**src/rtl/legup_mult_pkg.sv**
```systemverilog
// Shared constants and product-fitting helper for the streaming multiplier.
// Signed-mode encoding plus width extension/truncation of the full product.
package legup_mult_pkg;

    localparam logic REP_UNSIGNED = 1'b0;
    localparam logic REP_SIGNED   = 1'b1;

    localparam int MAXW = 256;

    // Widens a full-width product to MAXW bits, sign- or zero-filling above fw.
    function automatic logic [MAXW-1:0] fit_product(
        input logic [MAXW-1:0] full,
        input int              fw,
        input logic            rep
    );
        logic [MAXW-1:0] r;
        logic            ext;
        logic [7:0]      msb;
        msb = 8'(fw - 1);
        ext = (rep == REP_SIGNED) && full[msb];
        for (int i = 0; i < MAXW; i++) begin
            r[i] = (i < fw) ? full[i] : ext;
        end
        return r;
    endfunction

endpackage

```
**src/rtl/legup_mult_stage.sv**
```systemverilog
// One pipeline register stage: payload, signed bit, tag and valid bit.
// Loads when the upstream side advances; otherwise holds everything.
module legup_mult_stage
    import legup_mult_pkg::*;
#(
    parameter int DW   = 64,
    parameter int TAGW = 8
) (
    input  logic            clock,
    input  logic            aclr_n,
    input  logic            i_flush,
    input  logic            i_load,
    input  logic            i_valid,
    input  logic [DW-1:0]   i_data,
    input  logic            i_sgn,
    input  logic [TAGW-1:0] i_tag,
    output logic            o_valid,
    output logic [DW-1:0]   o_data,
    output logic            o_sgn,
    output logic [TAGW-1:0] o_tag
);

    logic            r_valid;
    logic [DW-1:0]   r_data;
    logic            r_sgn;
    logic [TAGW-1:0] r_tag;

    always_ff @(posedge clock or negedge aclr_n) begin
        if (!aclr_n) begin
            r_valid <= 1'b0;
            r_data  <= '0;
            r_sgn   <= REP_UNSIGNED;
            r_tag   <= '0;
        end else if (i_flush) begin
            r_valid <= 1'b0;
        end else if (i_load) begin
            r_valid <= i_valid;
            // Bubbles only clear the valid bit; payload keeps its last value
            if (i_valid) begin
                r_data <= i_data;
                r_sgn  <= i_sgn;
                r_tag  <= i_tag;
            end
        end
    end

    assign o_valid = r_valid;
    assign o_data  = r_data;
    assign o_sgn   = r_sgn;
    assign o_tag   = r_tag;

endmodule

```
**src/rtl/legup_mult_pipelined_stream.sv**
```systemverilog
// Pipelined signed/unsigned multiplier with valid/ready streaming and tags.
// Operand stages precede the multiplier, product stages follow it.
module legup_mult_pipelined_stream
    import legup_mult_pkg::*;
#(
    parameter int WIDTHA   = 32,
    parameter int WIDTHB   = 32,
    parameter int WIDTHP   = 64,
    parameter int PIPELINE = 3,
    parameter int TAGW     = 8
) (
    input  logic              clock,
    input  logic              aclr_n,
    input  logic              flush,
    input  logic              in_valid,
    output logic              in_ready,
    input  logic [WIDTHA-1:0] in_a,
    input  logic [WIDTHB-1:0] in_b,
    input  logic              in_signed,
    input  logic [TAGW-1:0]   in_tag,
    output logic              out_valid,
    input  logic              out_ready,
    output logic [WIDTHP-1:0] out_p,
    output logic [TAGW-1:0]   out_tag
);

    localparam int NI = PIPELINE >> 1;
    localparam int FW = WIDTHA + WIDTHB;

    logic            w_v   [PIPELINE];
    logic            w_adv [PIPELINE];
    logic [FW-1:0]   w_d   [PIPELINE];
    logic            w_s   [PIPELINE];
    logic [TAGW-1:0] w_t   [PIPELINE];
    logic            w_in_ready;

    logic [WIDTHA-1:0] w_m_a;
    logic [WIDTHB-1:0] w_m_b;
    logic              w_m_s;
    logic [FW-1:0]     w_ax;
    logic [FW-1:0]     w_bx;
    logic [FW-1:0]     w_full;

    // Advance chain runs from the output back towards the input
    always_comb begin
        for (int k = 0; k < PIPELINE; k++) begin
            w_adv[k] = 1'b0;
        end
        w_adv[PIPELINE-1] = out_ready;
        for (int k = PIPELINE - 2; k >= 0; k--) begin
            w_adv[k] = !w_v[k+1] || w_adv[k+1];
        end
    end

    assign w_in_ready = !flush && (!w_v[0] || w_adv[0]);
    assign in_ready   = w_in_ready;

    if (NI == 0) begin : g_mul_in
        assign w_m_a = in_a;
        assign w_m_b = in_b;
        assign w_m_s = in_signed;
    end else begin : g_mul_reg
        assign w_m_a = w_d[NI-1][FW-1:WIDTHB];
        assign w_m_b = w_d[NI-1][WIDTHB-1:0];
        assign w_m_s = w_s[NI-1];
    end

    assign w_ax = (w_m_s == REP_SIGNED)
                ? {{WIDTHB{w_m_a[WIDTHA-1]}}, w_m_a}
                : {{WIDTHB{1'b0}}, w_m_a};
    assign w_bx = (w_m_s == REP_SIGNED)
                ? {{WIDTHA{w_m_b[WIDTHB-1]}}, w_m_b}
                : {{WIDTHA{1'b0}}, w_m_b};
    assign w_full = w_ax * w_bx;

    for (genvar k = 0; k < PIPELINE; k++) begin : g_stage
        logic            w_ld;
        logic            w_sv;
        logic            w_ss;
        logic [FW-1:0]   w_sd;
        logic [TAGW-1:0] w_st;

        if (k == 0) begin : g_src_in
            assign w_ld = w_in_ready;
            assign w_sv = in_valid;
            assign w_ss = in_signed;
            assign w_st = in_tag;
        end else begin : g_src_prev
            assign w_ld = w_adv[k-1];
            assign w_sv = w_v[k-1];
            assign w_ss = w_s[k-1];
            assign w_st = w_t[k-1];
        end

        if (k == NI) begin : g_dat_mul
            assign w_sd = w_full;
        end else if (k == 0) begin : g_dat_in
            assign w_sd = {in_a, in_b};
        end else begin : g_dat_prev
            assign w_sd = w_d[k-1];
        end

        legup_mult_stage #(
            .DW   (FW),
            .TAGW (TAGW)
        ) u_stage (
            .clock   (clock),
            .aclr_n  (aclr_n),
            .i_flush (flush),
            .i_load  (w_ld),
            .i_valid (w_sv),
            .i_data  (w_sd),
            .i_sgn   (w_ss),
            .i_tag   (w_st),
            .o_valid (w_v[k]),
            .o_data  (w_d[k]),
            .o_sgn   (w_s[k]),
            .o_tag   (w_t[k])
        );
    end

    assign out_valid = w_v[PIPELINE-1];
    assign out_tag   = w_t[PIPELINE-1];
    assign out_p     = WIDTHP'(fit_product(MAXW'(w_d[PIPELINE-1]), FW,
                                           w_s[PIPELINE-1]));

endmodule

```
**config.mk**
```make
export PLATFORM = sky130hd
export DESIGN_NAME = legup_mult_pipelined_stream
export DESIGN_NICKNAME = d
export VERILOG_FILES = /design/src/rtl/legup_mult_pkg.sv /design/src/rtl/legup_mult_stage.sv /design/src/rtl/legup_mult_pipelined_stream.sv
export SDC_FILE = /design/constraint.sdc
export NUM_CORES = 2
export LEC_CHECK = 0
export ABC_AREA = 1
export CORE_ASPECT_RATIO = 1.75
export CORE_MARGIN = 1
export CORE_UTILIZATION = 45
export DETAILED_ROUTE_END_ITERATION = 7
export PLACE_DENSITY = 0.7
export SYNTH_ARGS = -nofsm -noshare
export SYNTH_HDL_FRONTEND = slang
export SYNTH_SLANG_ARGS = --single-unit
```
**constraint.sdc**
```tcl
create_clock -name clock -period 8.94 [get_ports clock]
set_input_delay 1.788 -clock clock [delete_from_list [all_inputs] [get_ports clock]]
set_output_delay 1.788 -clock clock [all_outputs]
set_load 0.01 [all_outputs]
```
==> results.ini <==
[global_routing]
grt_pass1_wl_um = 304000
grt_pass1_vias = 50913
grt_max_degree = 116
antenna_found_initial = 5
overflow = 0
grt_use_total_pct = 32.4

[layout]
postLayoutCellArea_um2 = 64300
num-nets-final = 8854
final_layout_size_suffix_gt1_share_pct = 7.99
syn2layout_area_growth_pct = 10.6

[synthesis]
synth_top_cell_area_share_pct = 48.7
synth-edff-count = 0
synth_flop_cell = dfrtp_1
yosys-top-cells-count = 2294 x inv_1, 1449 x nand2_1, 1414 x fa_1, 313 x ha_1, 276 x clkbuf_1
yosysTopAreaCell = fa_1
ys_ff_latch = 220
synth_area_per_cell_um2 = 8.46
yosysSeqAreaShare_pct = 9.47
synth.most_common_cell = inv_1
synth-warning-count = 0
synth_area_um2 = 58100
synth_area_leaders = fa_1 49%, inv_1 15%, dfrtp_1 9.5%
async_reset_ff_share_pct = 100
synth_cells = 6869
synth.net_count = 8674
synth.distinct_cells = 55

[placement]
gp_congestion = 1.06
postPlaceCellArea_um2 = 63000
port_buffers = 151
place_hpwl_um = 168000

[die]
dieHeight_um = 477
die-area_um2 = 131000
initial_core_util_pct = 45.3
die_w_um = 274
core_um2 = 128000
num_io_pins = 152
placementRows = 174

[drt]
drt-wirelength-per-cell_um = 23.0
drcViolationCount = 1
via_per_inst = 5.11
wl_um = 201000
num_vias = 44695
ant_nets = 0
drt_iter0_drc = 2937
drtPass1Iterations = 8

[clocking]
path_clk_slew_ns = 0.06
cts_buffers = 26
hold_buffers = 0
clockRootBuffer = clkbuf_16
cts_tree = built
htreeDepth = 1
clockBufferDepth = 3
clk_latency_ns = 0.65
clock_sink_count = 220

[timing]
tightest_slew_ns = 1.01
grt_setup_unrepaired = true
max_freq_mhz = 115
hold_viol_final = 0
period_needed_ns = 8.67
slew_headroom_pct = 32.6
finalCritPeriodShare_pct = 97.0
setup_viol = 0
slew_viol_final = 0
finClkSkew_ns = 0.0664

[run]
max-cap-violations = 0

[critical_path]
crit_path_start_kind = flip-flop
cp_top_family = adder cells
worst-setup-path-type = reg -> reg
cp_common_cell = fa_1
worst-path-buf-inv = 7
end_kind = flip-flop
arrival_ns = 9.16
worst-path-max-fanout = 21
slowest_stage = fa_1
slowest_delay_ns = 0.83
critPathRequiredTime_ns = 9.43

[hold_path]
min_path_type = reg -> reg

[status]
violations = design-rule violations
status = finished, violations left

==> cell usage in the layout, fill, tap and decap left out, types with 89 or more instances in the layout <==
cell             count
ha_1               309
inv_1             2290
clkdlybuf4s50_1    150
o21ai_0            132
nand3_1             89
nand2_1           1441
fa_1              1400
a21oi_1            104
dfrtp_1            213
nor2_1             208
buf_4              262
==> tightest hold or removal path: cells and delay by family, from the launching register on <==
| kind | cells | cell delay (ns) |
|---|---|---|
| flip-flops | 1 | 0.34 |
| AND/OR/NAND/NOR | 1 | 0.05 |
| AO/OA/AOI/OAI | 1 | 0.06 |
==> routing by layer <==
layer / global-route usage [%] / vias to the layer above / wire length [um] / share of wire (%)
li1: - / 19394 / - / -
met1: 28.8 / 22481 / 56900 / 28
met2: 57.0 / 1844 / 103000 / 51
met3: 5.08 / 974 / 10700 / 5.3
met4: 38.3 / 2 / 30300 / 15
met5: 0 / - / 13 / 0.0065
==> registers in the layout, indices dropped and copies added, names as in the netlist <==
name and cells:
g_stage.u_stage.o_data 192, g_stage.u_stage.o_tag 24, g_stage.u_stage.o_valid 3, g_stage.u_stage.o_sgn 1
==> final timing paths <==
| kind | slack, ns | endpoint | start | depth (start not counted) |
|---|---|---|---|---|
| worst min register to register | 0.48 | g_stage[1].u_stage.o_tag[5] | g_stage[0].u_stage.o_tag[5] | 2 |
| worst min-delay path | 0.48 | g_stage[1].u_stage.o_tag[5] | g_stage[0].u_stage.o_tag[5] | 2 |
| worst max register to register | 0.27 | g_stage[1].u_stage.o_data[57] | g_stage[0].u_stage.o_sgn | 27 |
| worst max-delay path | 0.27 | g_stage[1].u_stage.o_data[57] | g_stage[0].u_stage.o_sgn | 27 |
| max in group asynchronous | 6.29 | g_stage[0].u_stage.o_data[9] | aclr_n | 2 |
| min in group asynchronous | 1.27 | g_stage[0].u_stage.o_tag[3] | aclr_n | 1 |
==> per-stage QoR <==
stage / hold WS, ns / setup WS (ns) / setup TNS (ns) / instances / utilization, %
4_1_cts: 0.481 / 0.0165 / 0 / 8732 / 49.9
6_report: 0.480 / 0.271 / 0 / 8741 / 50.1
2_1_floorplan: 0.445 / 0.416 / 0 / 6869 / -
3_3_place_gp: 0.460 / 0.170 / 0 / 8685 / 49.2
5_1_grt: 0.498 / -0.114 / -0.299 / 8741 / 50.1
3_5_place_dp: 0.467 / 0.0510 / 0 / 8685 / 49.2
==> kinds of logic after synthesis <==
group,count (synthesis),synth area share (%)
mux,81,1.57
compound gates,323,3.12
simple gates,1867,12.8
xor+xnor,50,0.753
buf+inv,2601,16.8
flops,220,9.47
fa+ha+maj,1727,55.4
==> cell type report <==
class	count	area, um^2
well taps	1672	2090
repair buffers	450	4090
flip-flops and latches	220	5510
inverters	2303	8660
fillers	12077	63900
multi-input cells	4048	43000
clock inverters	14	188
diodes	1	2.50
clock buffers	33	707
==> what timing repair did <==
action / 4_1_cts / 5_1_grt
setup buffers: 0 / 8
resized for setup: 0 / 95
setup endpoints to repair: 0 / 31
Power is left out: the tool's default activity adds up to more than one toggle a clock period on the data nets, which glitch-free logic cannot reach.
